[config.mk]
export PLATFORM = sky130hd
export DESIGN_NAME = fetch_unit
export DESIGN_NICKNAME = d
export VERILOG_FILES = /design/src/rtl/gpu_pkg.sv /design/src/rtl/timeout_counter.sv /design/src/rtl/fetch_unit.sv
export SDC_FILE = /design/constraint.sdc
export NUM_CORES = 1
export LEC_CHECK = 0
export CAP_MARGIN = 40
export CORE_MARGIN = 1
export CORE_UTILIZATION = 42
export DETAILED_ROUTE_END_ITERATION = 7
export HOLD_SLACK_MARGIN = 0.12
export PLACE_DENSITY = 0.78
export SETUP_SLACK_MARGIN = 0.15
export SYNTH_ARGS = -nofsm -noshare
export SYNTH_HDL_FRONTEND = slang
export SYNTH_SLANG_ARGS = --single-unit
[constraint.sdc]
create_clock -name clk -period 5 [get_ports clk]
set_clock_uncertainty 0.1 [all_clocks]
set_input_delay 0.75 -clock clk [delete_from_list [all_inputs] [get_ports clk]]
set_output_delay 0.75 -clock clk [all_outputs]
set_load 0.01 [all_outputs]
[src/rtl/gpu_pkg.sv]
// Shared definitions for the instruction fetch path: fetch_state encodings and
// the sizing helper for the fetch timeout counter.
package gpu_pkg;

  localparam logic [1:0] FETCH_IDLE     = 2'b00;
  localparam logic [1:0] FETCH_FETCHING = 2'b01;
  localparam logic [1:0] FETCH_FETCHED  = 2'b10;
  localparam logic [1:0] FETCH_ERROR    = 2'b11;

  typedef enum logic [1:0] {
    ST_IDLE     = FETCH_IDLE,
    ST_FETCHING = FETCH_FETCHING,
    ST_FETCHED  = FETCH_FETCHED,
    ST_ERROR    = FETCH_ERROR
  } fetch_state_e;

  // Smallest width that can represent n, never less than one bit.
  function automatic int cnt_width(input int n);
    return (n < 2) ? 1 : $clog2(n + 1);
  endfunction

endpackage

[src/rtl/timeout_counter.sv]
// Cycle counter for an outstanding fetch; flags the last permitted wait cycle.
// A LIMIT of 0 disables the terminal flag entirely.
module timeout_counter
  import gpu_pkg::*;
#(
  parameter int LIMIT = 255,
  parameter int CNT_W = cnt_width(LIMIT)
) (
  input  logic clk,
  input  logic reset,
  input  logic clear,
  input  logic enable,
  output logic terminal
);

  localparam logic [CNT_W-1:0] TERM_CNT = CNT_W'((LIMIT > 0) ? (LIMIT - 1) : 0);

  logic [CNT_W-1:0] count_q;
  logic [CNT_W-1:0] count_d;

  always_comb begin
    count_d = count_q;
    if (clear) begin
      count_d = '0;
    end else if (enable) begin
      count_d = count_q + CNT_W'(1);
    end
  end

  always_ff @(posedge clk) begin
    if (reset) begin
      count_q <= '0;
    end else begin
      count_q <= count_d;
    end
  end

  assign terminal = (LIMIT > 0) && (count_q == TERM_CNT);

endmodule

[src/rtl/fetch_unit.sv]
// Instruction fetch FSM: issues one program-memory read per accepted start,
// holds the result until the core consumes it, and gives up after a timeout.
module fetch_unit
  import gpu_pkg::*;
#(
  parameter int ADDR_WIDTH     = 16,
  parameter int DATA_WIDTH     = 16,
  parameter int TIMEOUT_CYCLES = 255
) (
  input  logic                  clk,
  input  logic                  reset,
  input  logic                  start,
  input  logic [ADDR_WIDTH-1:0] pc,
  input  logic                  consume,
  output logic                  mem_read_valid,
  output logic [ADDR_WIDTH-1:0] mem_read_address,
  input  logic                  mem_read_ready,
  input  logic [DATA_WIDTH-1:0] mem_read_data,
  output logic [DATA_WIDTH-1:0] instruction,
  output logic [1:0]            fetch_state,
  output logic                  done,
  output logic                  error
);

  fetch_state_e          state_q, state_d;
  logic                  valid_q, valid_d;
  logic [ADDR_WIDTH-1:0] addr_q, addr_d;
  logic [DATA_WIDTH-1:0] instr_q, instr_d;
  logic                  done_q, done_d;
  logic                  error_q, error_d;
  logic                  cnt_clear;
  logic                  cnt_enable;
  logic                  cnt_terminal;

  timeout_counter #(
    .LIMIT (TIMEOUT_CYCLES)
  ) u_timeout (
    .clk      (clk),
    .reset    (reset),
    .clear    (cnt_clear),
    .enable   (cnt_enable),
    .terminal (cnt_terminal)
  );

  always_comb begin
    state_d    = state_q;
    valid_d    = valid_q;
    addr_d     = addr_q;
    instr_d    = instr_q;
    cnt_clear  = 1'b0;
    cnt_enable = 1'b0;
    unique case (state_q)
      ST_IDLE: begin
        if (start) begin
          state_d   = ST_FETCHING;
          valid_d   = 1'b1;
          addr_d    = pc;
          cnt_clear = 1'b1;
        end
      end
      ST_FETCHING: begin
        // A response on the terminal cycle still completes the fetch.
        if (mem_read_ready) begin
          state_d = ST_FETCHED;
          valid_d = 1'b0;
          instr_d = mem_read_data;
        end else if (cnt_terminal) begin
          state_d = ST_ERROR;
          valid_d = 1'b0;
        end else begin
          cnt_enable = 1'b1;
        end
      end
      ST_FETCHED, ST_ERROR: begin
        if (consume) begin
          if (start) begin
            state_d   = ST_FETCHING;
            valid_d   = 1'b1;
            addr_d    = pc;
            cnt_clear = 1'b1;
          end else begin
            state_d = ST_IDLE;
          end
        end
      end
      default: state_d = ST_IDLE;
    endcase
    done_d  = (state_d == ST_FETCHED);
    error_d = (state_d == ST_ERROR);
  end

  always_ff @(posedge clk) begin
    if (reset) begin
      state_q <= ST_IDLE;
      valid_q <= 1'b0;
      addr_q  <= '0;
      instr_q <= '0;
      done_q  <= 1'b0;
      error_q <= 1'b0;
    end else begin
      state_q <= state_d;
      valid_q <= valid_d;
      addr_q  <= addr_d;
      instr_q <= instr_d;
      done_q  <= done_d;
      error_q <= error_d;
    end
  end

  assign mem_read_valid   = valid_q;
  assign mem_read_address = addr_q;
  assign instruction      = instr_q;
  assign fetch_state      = state_q;
  assign done             = done_q;
  assign error            = error_q;

endmodule

After elaboration in Yosys (flattened, before gate mapping)
Index checks and enable logic that the tools add are counted.

storage, ports and cells
  bits of input ports = 37
  bits in registers = 45
  bits in writable memories = 0
  output and inout port bits = 37
  bits in read-only memories = 0
  bits in latches = 0
  memories kept = 0

cells by class
  eq/ne operators = 8
  mux-type cells = 20
  shifts and indexed selects = 0
  reductions and logical operators = 7
  $mul = 0
  order comparisons = 0
  add/sub/neg operators = 1
  div/mod/pow operators = 0
  bitwise gates (word level) = 0

operators with widths
  cell                                            number
  two-way mux 16 bit                              2
  one-hot mux 16 bit (2 select lines)             1
  two-way mux 1 bit                               10
  adder 8 x 1 -> 8 bit (second input constant)    1
  == test 2 bit (second input constant)           4
  == test 8 bit (second input constant)           1
  two-way mux 2 bit                               4
  one-hot mux 2 bit (3 select lines)              1
  AND reduction 2 bit                             3
  OR reduction 2 bit                              2
  != test 3 bit (second input constant)           1
  one-hot mux 1 bit (3 select lines)              1
  == test 2 x 1 -> 1 bit (second input constant)  1
  logical NOT 2 bit                               1
  != test 2 bit (second input constant)           1
  one-hot mux 1 bit (2 select lines)              1
  nonzero test 2 bit                              1

Logic depth before layout (Yosys ltp)
Gate-level depths: netlist (run 1).

  depth after elaboration = 5
  mapped depth = 6
  depth with buffers taken out = 5

Modules after synthesis
Synthesis (run 1) repeated with hierarchy kept, for this count alone.

second synthesis, totals
  cells, all modules = 203
  area total of the unflattened synthesis = 1869.3 um^2

modules (own cells, without submodules)
  module           area each (um^2)  cells an instance  times used  sequential area each (um^2)
  fetch_unit       1501.4            161                1           740.7
  timeout_counter  367.9             42                 1           160.2

Least setup slack after synthesis (run 1)
No wires, ideal clock.

  path type = input -> register
  from = input mem_read_ready
  to = register u_timeout.count_q[2]
  setup time = 121 ps
  path slack = 3191 ps
  cell stages on the path = 4
  arrival = 1588 ps
  cells stage by stage = buf_4 -> nand4bb_1 -> a21oi_1 -> mux2_2

between the ends
  cells in the longest elaborated chain, start to end = 2

RTL lines
  item                  RTL line               source
  start, declared       fetch_unit.sv:17       input logic mem_read_ready,
  two-way mux 1 bit     fetch_unit.sv:63       if (mem_read_ready) begin
  two-way mux 1 bit     fetch_unit.sv:52       unique case (state_q)
  end signal, assigned  timeout_counter.sv:34  count_q <= count_d;
  end, declared         timeout_counter.sv:18  logic [CNT_W-1:0] count_q;

No other way between the ends.
A chain may end at the register's enable or synchronous reset.

Final worst setup path (run 1)
  from = input start
  to = register u_timeout.count_q[7]

between the ends
  cells in the longest elaborated chain, start to end = 4

RTL lines
  item                                     RTL line                            source
  start, declared                          fetch_unit.sv:12                    input logic start,
  two-way mux 1 bit (*)                    fetch_unit.sv:54, fetch_unit.sv:76
  two-way mux 1 bit                        fetch_unit.sv:75                    if (consume) begin
  one-hot mux 1 bit (2 select lines) (*)   fetch_unit.sv:52
  OR reduction 2 bit (no source line) (*)  -

Mark *: on every way between the ends. The rest lies on a longest branch, timed or not.

==> results of run 1 <==
==> cells in the final DEF, fill, tap and decap left out, types with 2 or more instances in the layout <==
cell type and n:
ha_1 2, o31ai_1 6, o31ai_2 11, dfxtp_1 45, a311oi_1 4, a31oi_1 2
nor3_1 5, clkbuf_8 6, nand3_1 2, mux2_2 2, a21oi_1 35, and2b_4 2
and4b_1 2, nor2_1 2, clkdlybuf4s50_1 73, nand2_1 32, inv_1 4, nand4_1 17
a211oi_1 5
==> cell type report <==
| cell class | instances | area (sq um) | area share, % |
|---|---|---|---|
| tap | 67 | 83.8 | 2.89 |
| clock buffer | 6 | 82.6 | 2.85 |
| inverter | 5 | 18.8 | 0.648 |
| timing repair buffer | 74 | 738 | 25.5 |
| multi-input combinational | 154 | 1060 | 36.5 |
| clock inverter | 2 | 13.8 | 0.475 |
| sequential | 45 | 901 | 31.1 |
==> stage by stage <==
| stage | util (%) | instance area [sq um] | hold slack (ps) |
|---|---|---|---|
| 2_1_floorplan | - | 2140 | 381 |
| 3_3_place_gp | 58.1 | 2800 | 342 |
| 3_5_place_dp | 58.1 | 2800 | 346 |
| 4_1_cts | 60.1 | 2900 | 358 |
| 5_1_grt | 60.1 | 2900 | 378 |
| 6_report | 60.1 | 2900 | 356 |
==> power by group <==
group	internal, W	switching, W	leakage [nW]
combinational	0.0000738	0.0000637	0.582
clock	0.000112	0.000125	0.0512
sequential	0.000375	0.0000140	0.367
total	0.000561	0.000203	1.00
==> path summary, 6_finish.rpt <==
check,start,endpoint
worst min register to register,instruction[14],instruction[14]
worst max register to register,u_timeout.count_q[0],u_timeout.count_q[2]
worst max-delay path,start,u_timeout.count_q[7]
worst min-delay path,instruction[14],instruction[14]
==> state kept, by name, indices dropped and copies added (netlist names) <==
| name | flops |
|---|---|
| mem_read_address | 16 |
| mem_read_valid | 1 |
| error | 1 |
| done | 1 |
| fetch_state | 2 |
| instruction | 16 |
| u_timeout.count_q | 8 |
==> tightest hold or removal path: stages, from the launching register on <==
cell and delay, ps:
dfxtp_1 310, nand2_1 50, a21oi_1 50
==> cell families (layout without fill, tap and decap cells) <==
kind of cell | Yosys count | after routing | synth area share [%]
DFF | 45 | 45 | 42.2
AOI/OAI and AO/OA | 73 | 73 | 25.4
buffers and inverters | 28 | 87 | 8.26
muxes | 3 | 3 | 1.52
adders and majority gates | 2 | 2 | 1.17
and+or+nand+nor | 76 | 76 | 21.5
==> layer usage <==
| layer | global-route usage, % | wire length (microns) | vias up | share of wire (%) |
|---|---|---|---|---|
| li1 | - | - | 964 | - |
| met1 | 29.8 | 2470 | 916 | 46 |
| met2 | 32.2 | 2530 | 86 | 47 |
| met3 | 4.66 | 318 | 7 | 5.9 |
| met4 | 6.84 | 69 | 0 | 1.3 |
| met5 | 0 | 0 | - | 0 |
==> flow_metrics.py, run 1 <==
metrics = {
    "outcome": {
        "status": "finished, final reports clean",
    },
    "placement": {
        "dp.final_hpwl_microns": 3530,
        "placed_cells": 345,
        "gp_congestion": 0.848,
        "place_ws_ps": 1990,
        "port_buffers": 73,
    },
    "logic_synthesis": {
        "synth_area_leader_cell": "dfxtp_1",
        "synth_enable_flop_cells": 0,
        "synth_cells": 227,
        "syn_area_per_cell_sq_um": 9.41,
        "ys_dominant_reg_cell": "dfxtp_1",
        "ys_seq_area_share_pct": 42.2,
        "synth_common_cells": "dfxtp_1, a21oi_1, nand2_1, nand4_1, o31ai_2",
        "syn_nets": 266,
        "netlist.area_leader.share_pct": 42.2,
        "synth_seq_cells": 45,
        "synth_area_sq_mm": 0.00214,
        "yosys_warnings": 0,
        "synthDistinctLibCells": 49,
        "synth-async-reset-ratio_pct": 0,
        "post-synth-top-count-cell": "dfxtp_1",
        "synthTopCellsByArea": "dfxtp_1, a21oi_1, o31ai_2",
    },
    "sta": {
        "setup_tns_ps": 0,
        "finalCritPeriodShare_pct": 54.0,
        "setup_viol": 0,
        "setup_slack_ps": 2300,
        "fmax_mhz": 370,
        "worst_slew_pin_slew_ps": 864,
        "slew_viol_final": 0,
        "relSlewSlack_pct": 42.2,
        "rsz0062_at_grt": "false",
        "finalHoldViolCount": 0,
        "fin_crit_ps": 2700,
    },
    "job": {
        "cap_viol_max_count": 0,
    },
    "floorplanning": {
        "num_io_pins": 74,
        "die_y_microns": 73.3,
        "start_util_pct": 44.3,
        "placementRows": 25,
        "die_w_microns": 73.3,
        "die-area_sq_mm": 0.00537,
        "core-area_sq_mm": 0.00482,
    },
    "min_path": {
        "whs_path_depth": 2,
        "hold_class": "reg -> reg",
    },
    "clock_network": {
        "path_clk_slew_ps": 80,
        "cts_resized": 0,
        "clockBufferDepth": 2,
        "cts_setup_buffers": 0,
        "cts_sinks": 45,
        "cts.htree.levels": 2,
        "clock_latency_ps": 290,
        "holdBufCountCts": 0,
        "cts_tree": "built",
        "cts_buffers": 5,
        "cts_root_buffer": "clkbuf_8",
    },
    "drt": {
        "drc_errors": 0,
        "wl_microns": 5380,
        "drt.antenna.violating_nets": 0,
        "num_vias": 1973,
        "routedWlPerCell_microns": 15.2,
        "avgViaCountPerCell": 5.59,
        "first_iter_violations": 129,
        "drt_pass1_iterations": 4,
    },
    "power": {
        "ir_drop_uv": 158,
        "p_total_w": 0.000764,
        "p_leak_nw": 1.00,
        "powerDensity_mw_per_mm2": 264,
    },
    "critical_path": {
        "worstRegToRegCells": 5,
        "path_depth": 4,
        "rrSetupSlack_ps": 3080,
        "crit_arrival_ps": 2770,
        "cpPeakStageDelay_ps": 1040,
        "cp_max_fo": 24,
        "crit_required_ps": 5070,
        "critical_path.top_delay_family": "buffers and inverters",
        "start_kind": "input pin",
        "cp-end-kind": "flop",
        "slowest_stage": "clkdlybuf4s50_1",
        "crit_buf_inv": 2,
        "crit_type": "in -> reg",
        "crit_chain": "clkdlybuf4s50_1 -> inv_2 -> o31ai_2 -> nor3_1",
    },
    "grt": {
        "overflow": 0,
        "grt_max_degree": 41,
        "antenna_found_initial": 0,
        "grt_use_total_pct": 21.2,
        "grt_pass1_vias": 1793,
        "grt_pass1_wl_microns": 8810,
    },
    "cells_and_area": {
        "n_antenna_cell": 0,
        "layout.cells.non_filler": 353,
        "drive_gt1_share_pct": 11.5,
        "area_delta_synth_final_pct": 35.6,
        "fill_cells": 445,
        "nets": 324,
    },
}
Note: power is estimated with default switching activity, not from simulation.
==> run 2: changes to the inputs <==
clock period = 2.55 ns   (was 5 ns; I/O delays follow)
==> flow_metrics.py, run 2 (same netlist as run 1, synthesis figures left out) <==
metrics = {
    "outcome": {
        "status": "finished, final reports clean",
    },
    "clock_network": {
        "cts_resized": 0,
        "cts_tree": "built",
        "clockBufferDepth": 2,
        "cts_root_buffer": "clkbuf_8",
        "cts_buffers": 5,
        "path_clk_slew_ps": 90,
        "holdBufCountCts": 0,
        "cts.htree.levels": 2,
        "cts_sinks": 45,
        "clock_latency_ps": 300,
        "cts_setup_buffers": 0,
    },
    "power": {
        "p_total_w": 0.00148,
        "ir_drop_uv": 370,
        "powerDensity_mw_per_mm2": 508,
        "p_leak_nw": 1.00,
    },
    "cells_and_area": {
        "multi_input_comb_area_sq_mm": 0.00106,
        "n_antenna_cell": 0,
        "drive_gt1_share_pct": 12.1,
        "mostFrequentLayoutCells": "clkdlybuf4s50_1, dfxtp_1, a21oi_1, nand2_1, nand4_1",
        "area_delta_synth_final_pct": 36.3,
        "nets": 327,
        "fill_cells": 426,
        "final_common_cell": "clkdlybuf4s50_1",
        "ff_latch_area_sq_um": 901,
    },
    "critical_path": {
        "crit_arrival_ps": 1570,
        "crit_chain": "clkdlybuf4s50_1",
        "critical_path.top_delay_family": "flip-flops",
        "reg2reg_from": "u_timeout.count_q[0]",
        "start_kind": "flop",
        "crit_buf_inv": 1,
        "worstRegToRegCells": 5,
        "cp_max_fo": 12,
        "rrSetupSlack_ps": 730,
        "crit_type": "reg -> out",
        "cp-end-kind": "output port",
        "crit_required_ps": 2070,
        "rr_endpoint": "u_timeout.count_q[3]",
        "cpPeakStageDelay_ps": 640,
        "slowest_stage": "dfxtp_1",
    },
    "floorplanning": {
        "start_util_pct": 44.3,
        "num_io_pins": 74,
        "die_w_microns": 73.3,
        "die-area_sq_mm": 0.00537,
        "placementRows": 25,
        "die_y_microns": 73.3,
        "core-area_sq_mm": 0.00482,
    },
    "grt": {
        "overflow": 0,
        "grt_use_total_pct": 21.4,
        "grt_pass1_vias": 1880,
        "grt_pass1_wl_microns": 8870,
        "antenna_found_initial": 0,
        "grt_max_degree": 24,
    },
    "drt": {
        "num_vias": 1939,
        "drt.antenna.violating_nets": 0,
        "first_iter_violations": 130,
        "routedWlPerCell_microns": 14.9,
        "drc_errors": 0,
        "avgViaCountPerCell": 5.45,
        "wl_microns": 5300,
        "drt_pass1_iterations": 4,
    },
    "sta": {
        "setup_tns_ps": 0,
        "rsz0062_at_grt": "false",
        "setup_viol": 0,
        "fmax_mhz": 487,
        "finalCritPeriodShare_pct": 80.6,
        "fin_crit_ps": 2060,
        "worst_slew_pin_slew_ps": 552,
        "slew_viol_final": 0,
        "setup_slack_ps": 495,
        "hold_ws_ps": 357,
        "finalHoldViolCount": 0,
        "relSlewSlack_pct": 63.2,
    },
    "min_path": {
        "hold_class": "reg -> reg",
        "worstHoldStart": "instruction[10]",
        "whs_path_depth": 2,
        "min_to": "instruction[10]",
    },
    "placement": {
        "port_buffers": 73,
        "gp_congestion": 0.841,
        "dp.final_hpwl_microns": 3580,
        "place_ws_ps": 372,
    },
    "job": {
        "cap_viol_max_count": 0,
    },
}
==> run 2: cell count changes in the layout (fill, tap and decap cells not counted) <==
cell / delta
buf_4: +3
clkinvlp_4: +2
clkbuf_1: +1
clkbuf_8: -1
clkinv_2: -1
clkinv_4: -1
==> run 2: how the worst max path moves through the flow <==
stage | slack [ps] | end | cells past startpoint | start
2_1_floorplan | 850 | u_timeout.count_q[3] | 6 | u_timeout.count_q[0]
3_3_place_gp | 440 | instruction[1] | 4 | mem_read_ready
3_5_place_dp | 370 | instruction[11] | 4 | mem_read_ready
4_1_cts | 460 | fetch_state[0] | 1 | fetch_state[0]
5_1_grt | 390 | fetch_state[0] | 1 | fetch_state[0]
6_report | 490 | fetch_state[0] | 1 | fetch_state[0]
==> run 2: per-layer routing <==
metal  GRT usage, %  part of all wire [%]
met1           26.9                    45
met2           34.4                    47
met3           5.76                   5.7
met4           9.83                   2.5
met5              0                     0
==> run 2: power breakdown <==
group	switching, W	internal, W
combinational	0.000126	0.000148
clock	0.000249	0.000193
sequential	0.0000270	0.000735
==> run 2: final cells by class <==
| cell class | count | area share [%] |
|---|---|---|
| repair buffers | 77 | 26.1 |
| inverters | 5 | 0.645 |
| clock buffers | 6 | 2.49 |
| well taps | 67 | 2.88 |
| multi-input cells | 154 | 36.4 |
| clock inverters | 2 | 0.516 |
| flip-flops and latches | 45 | 31.0 |
==> run 2: through the flow <==
stage          util, %  cell area (sq um)  instances
3_5_place_dp      58.6               2820        348
2_1_floorplan        -               2140        227
6_report          60.4               2910        356
4_1_cts           60.4               2910        356
5_1_grt           60.4               2910        356
3_3_place_gp      58.6               2820        348
==> run 2: worst reg2reg max path: cells and delay by family (launching register included) <==
kind            cells  cell delay (ps)
compound gates      1              380
fa+ha+maj           1              230
buf+inv             1              110
flops               1              450
mux                 1              220
simple gates        1              270
==> run 3: changes to the inputs <==
clock period = 2 ns   (was 2.55 ns; I/O delays follow)
==> flow_metrics.py, run 3 (same netlist as run 1, synthesis figures left out) <==
metrics = {
    "grt": {
        "grt_use_total_pct": 21.1,
        "antenna_found_initial": 0,
        "overflow": 0,
        "grt_pass1_vias": 1873,
        "grt_max_degree": 24,
        "grt_pass1_wl_microns": 8760,
    },
    "critical_path": {
        "crit_arrival_ps": 1350,
        "worstRegToRegCells": 5,
        "reg2reg_from": "u_timeout.count_q[0]",
        "cp-end-kind": "output port",
        "rrSetupSlack_ps": 350,
        "crit_required_ps": 1600,
        "cp_max_fo": 13,
        "crit_chain": "clkdlybuf4s50_1",
        "crit_buf_inv": 1,
        "start_kind": "flop",
        "cpPeakStageDelay_ps": 590,
        "slowest_stage": "clkdlybuf4s50_1",
        "critical_path.top_delay_family": "buffers and inverters",
        "crit_type": "reg -> out",
        "rr_endpoint": "error",
    },
    "power": {
        "p_leak_nw": 1.05,
        "powerDensity_mw_per_mm2": 672,
        "ir_drop_uv": 352,
    },
    "placement": {
        "gp_congestion": 0.877,
        "place_ws_ps": 122,
        "port_buffers": 73,
        "placed_area_sq_mm": 0.00288,
        "dp.final_hpwl_microns": 3790,
    },
    "min_path": {
        "min_to": "instruction[2]",
        "worstHoldStart": "instruction[2]",
        "whs_path_depth": 2,
        "hold_class": "reg -> reg",
    },
    "sta": {
        "fin_crit_ps": 1750,
        "setup_tns_ps": 0,
        "finalCritPeriodShare_pct": 87.5,
        "finalHoldViolCount": 0,
        "worst_slew_pin_slew_ps": 507,
        "rsz0062_at_grt": "false",
        "slew_viol_final": 0,
        "fmax_mhz": 572,
        "setup_slack_ps": 251,
        "relSlewSlack_pct": 66.0,
        "setup_viol": 0,
        "hold_ws_ps": 359,
    },
    "clock_network": {
        "holdBufCountCts": 0,
        "cts_root_buffer": "clkbuf_8",
        "cts.htree.levels": 2,
        "clockBufferDepth": 2,
        "cts_tree": "built",
        "cts_buffers": 5,
        "cts_sinks": 45,
        "path_clk_slew_ps": 80,
        "clock_latency_ps": 300,
    },
    "drt": {
        "drt_pass1_iterations": 4,
        "wl_microns": 5410,
        "routedWlPerCell_microns": 15.0,
        "drc_errors": 0,
        "avgViaCountPerCell": 5.55,
        "num_vias": 2008,
        "drt.antenna.violating_nets": 0,
        "first_iter_violations": 120,
    },
    "cells_and_area": {
        "n_antenna_cell": 0,
        "nets": 334,
        "mostFrequentLayoutCells": "clkdlybuf4s50_1, dfxtp_1, a21oi_1, nand2_1, nand4_1",
        "multi_input_comb_area_sq_mm": 0.00106,
        "final_common_cell": "clkdlybuf4s50_1",
        "fill_cells": 435,
        "ff_latch_area_sq_um": 903,
        "area_delta_synth_final_pct": 39.6,
        "design_area_sq_mm": 0.00298,
        "drive_gt1_share_pct": 14.9,
    },
    "floorplanning": {
        "die_y_microns": 73.3,
        "die-area_sq_mm": 0.00537,
        "core-area_sq_mm": 0.00482,
        "num_io_pins": 74,
        "placementRows": 25,
        "die_w_microns": 73.3,
        "start_util_pct": 44.3,
    },
    "job": {
        "cap_viol_max_count": 0,
    },
    "outcome": {
        "status": "finished, final reports clean",
    },
}
-- run 3: cell types whose count changed in the layout (fill, tap and decap cells not counted) --
cell	before	now
buf_4	4	11
bufinv_16	0	1
clkbuf_1	1	0
clkinv_2	0	1
clkinvlp_4	2	0
dfxtp_1	45	43
dfxtp_2	0	2
-- run 3: timing repair --
action                                  in CTS  in global routing
endpoints found under the setup margin       1                  1
resized for setup                            1                  1
buffers inserted                             0                  0
-- run 3: worst max path at each step --
stage,slack (ps),cells after the start,startpoint,end
after CTS,150,1,fetch_state[0],fetch_state[0]
after floorplan,300,6,u_timeout.count_q[0],u_timeout.count_q[3]
after global placement,170,4,consume,u_timeout.count_q[4]
final,250,1,fetch_state[1],fetch_state[1]
after global routing,200,1,fetch_state[1],fetch_state[1]
after detailed placement,120,4,consume,u_timeout.count_q[4]
-- run 3: power breakdown --
part | total [W] | leakage (nW) | internal, W | switching [W]
Combinational | 0.000364 | 0.630 | 0.000198 | 0.000166
Sequential | 0.000970 | 0.368 | 0.000938 | 0.0000315
Clock | 0.000669 | 0.0540 | 0.000363 | 0.000306
-- run 3: layout make-up --
class	instances	area share (%)
inverters	5	0.629
well taps	67	2.81
clock buffers	5	2.31
repair buffers	84	27.3
flip-flops and latches	45	30.3
clock inverters	2	1.17
multi-input cells	154	35.5
-- run 3: metal layers --
| metal | up-vias | global-route usage, % | routed length [microns] |
|---|---|---|---|
| met3 | 6 | 4.80 | 275 |
| met5 | - | 0 | 0 |
| met1 | 955 | 26.6 | 2370 |
| met2 | 68 | 35.2 | 2710 |
| li1 | 979 | - | - |
| met4 | 0 | 7.69 | 60 |
-- run 3: metrics by stage --
stage | instances | util (%) | total power, W
floorplan | 227 | - | 0.00118
global placement | 355 | 59.7 | 0.00135
detailed placement | 355 | 59.7 | 0.00135
CTS | 362 | 61.9 | 0.00202
global route | 362 | 61.9 | 0.00209
finish | 362 | 61.9 | 0.00200
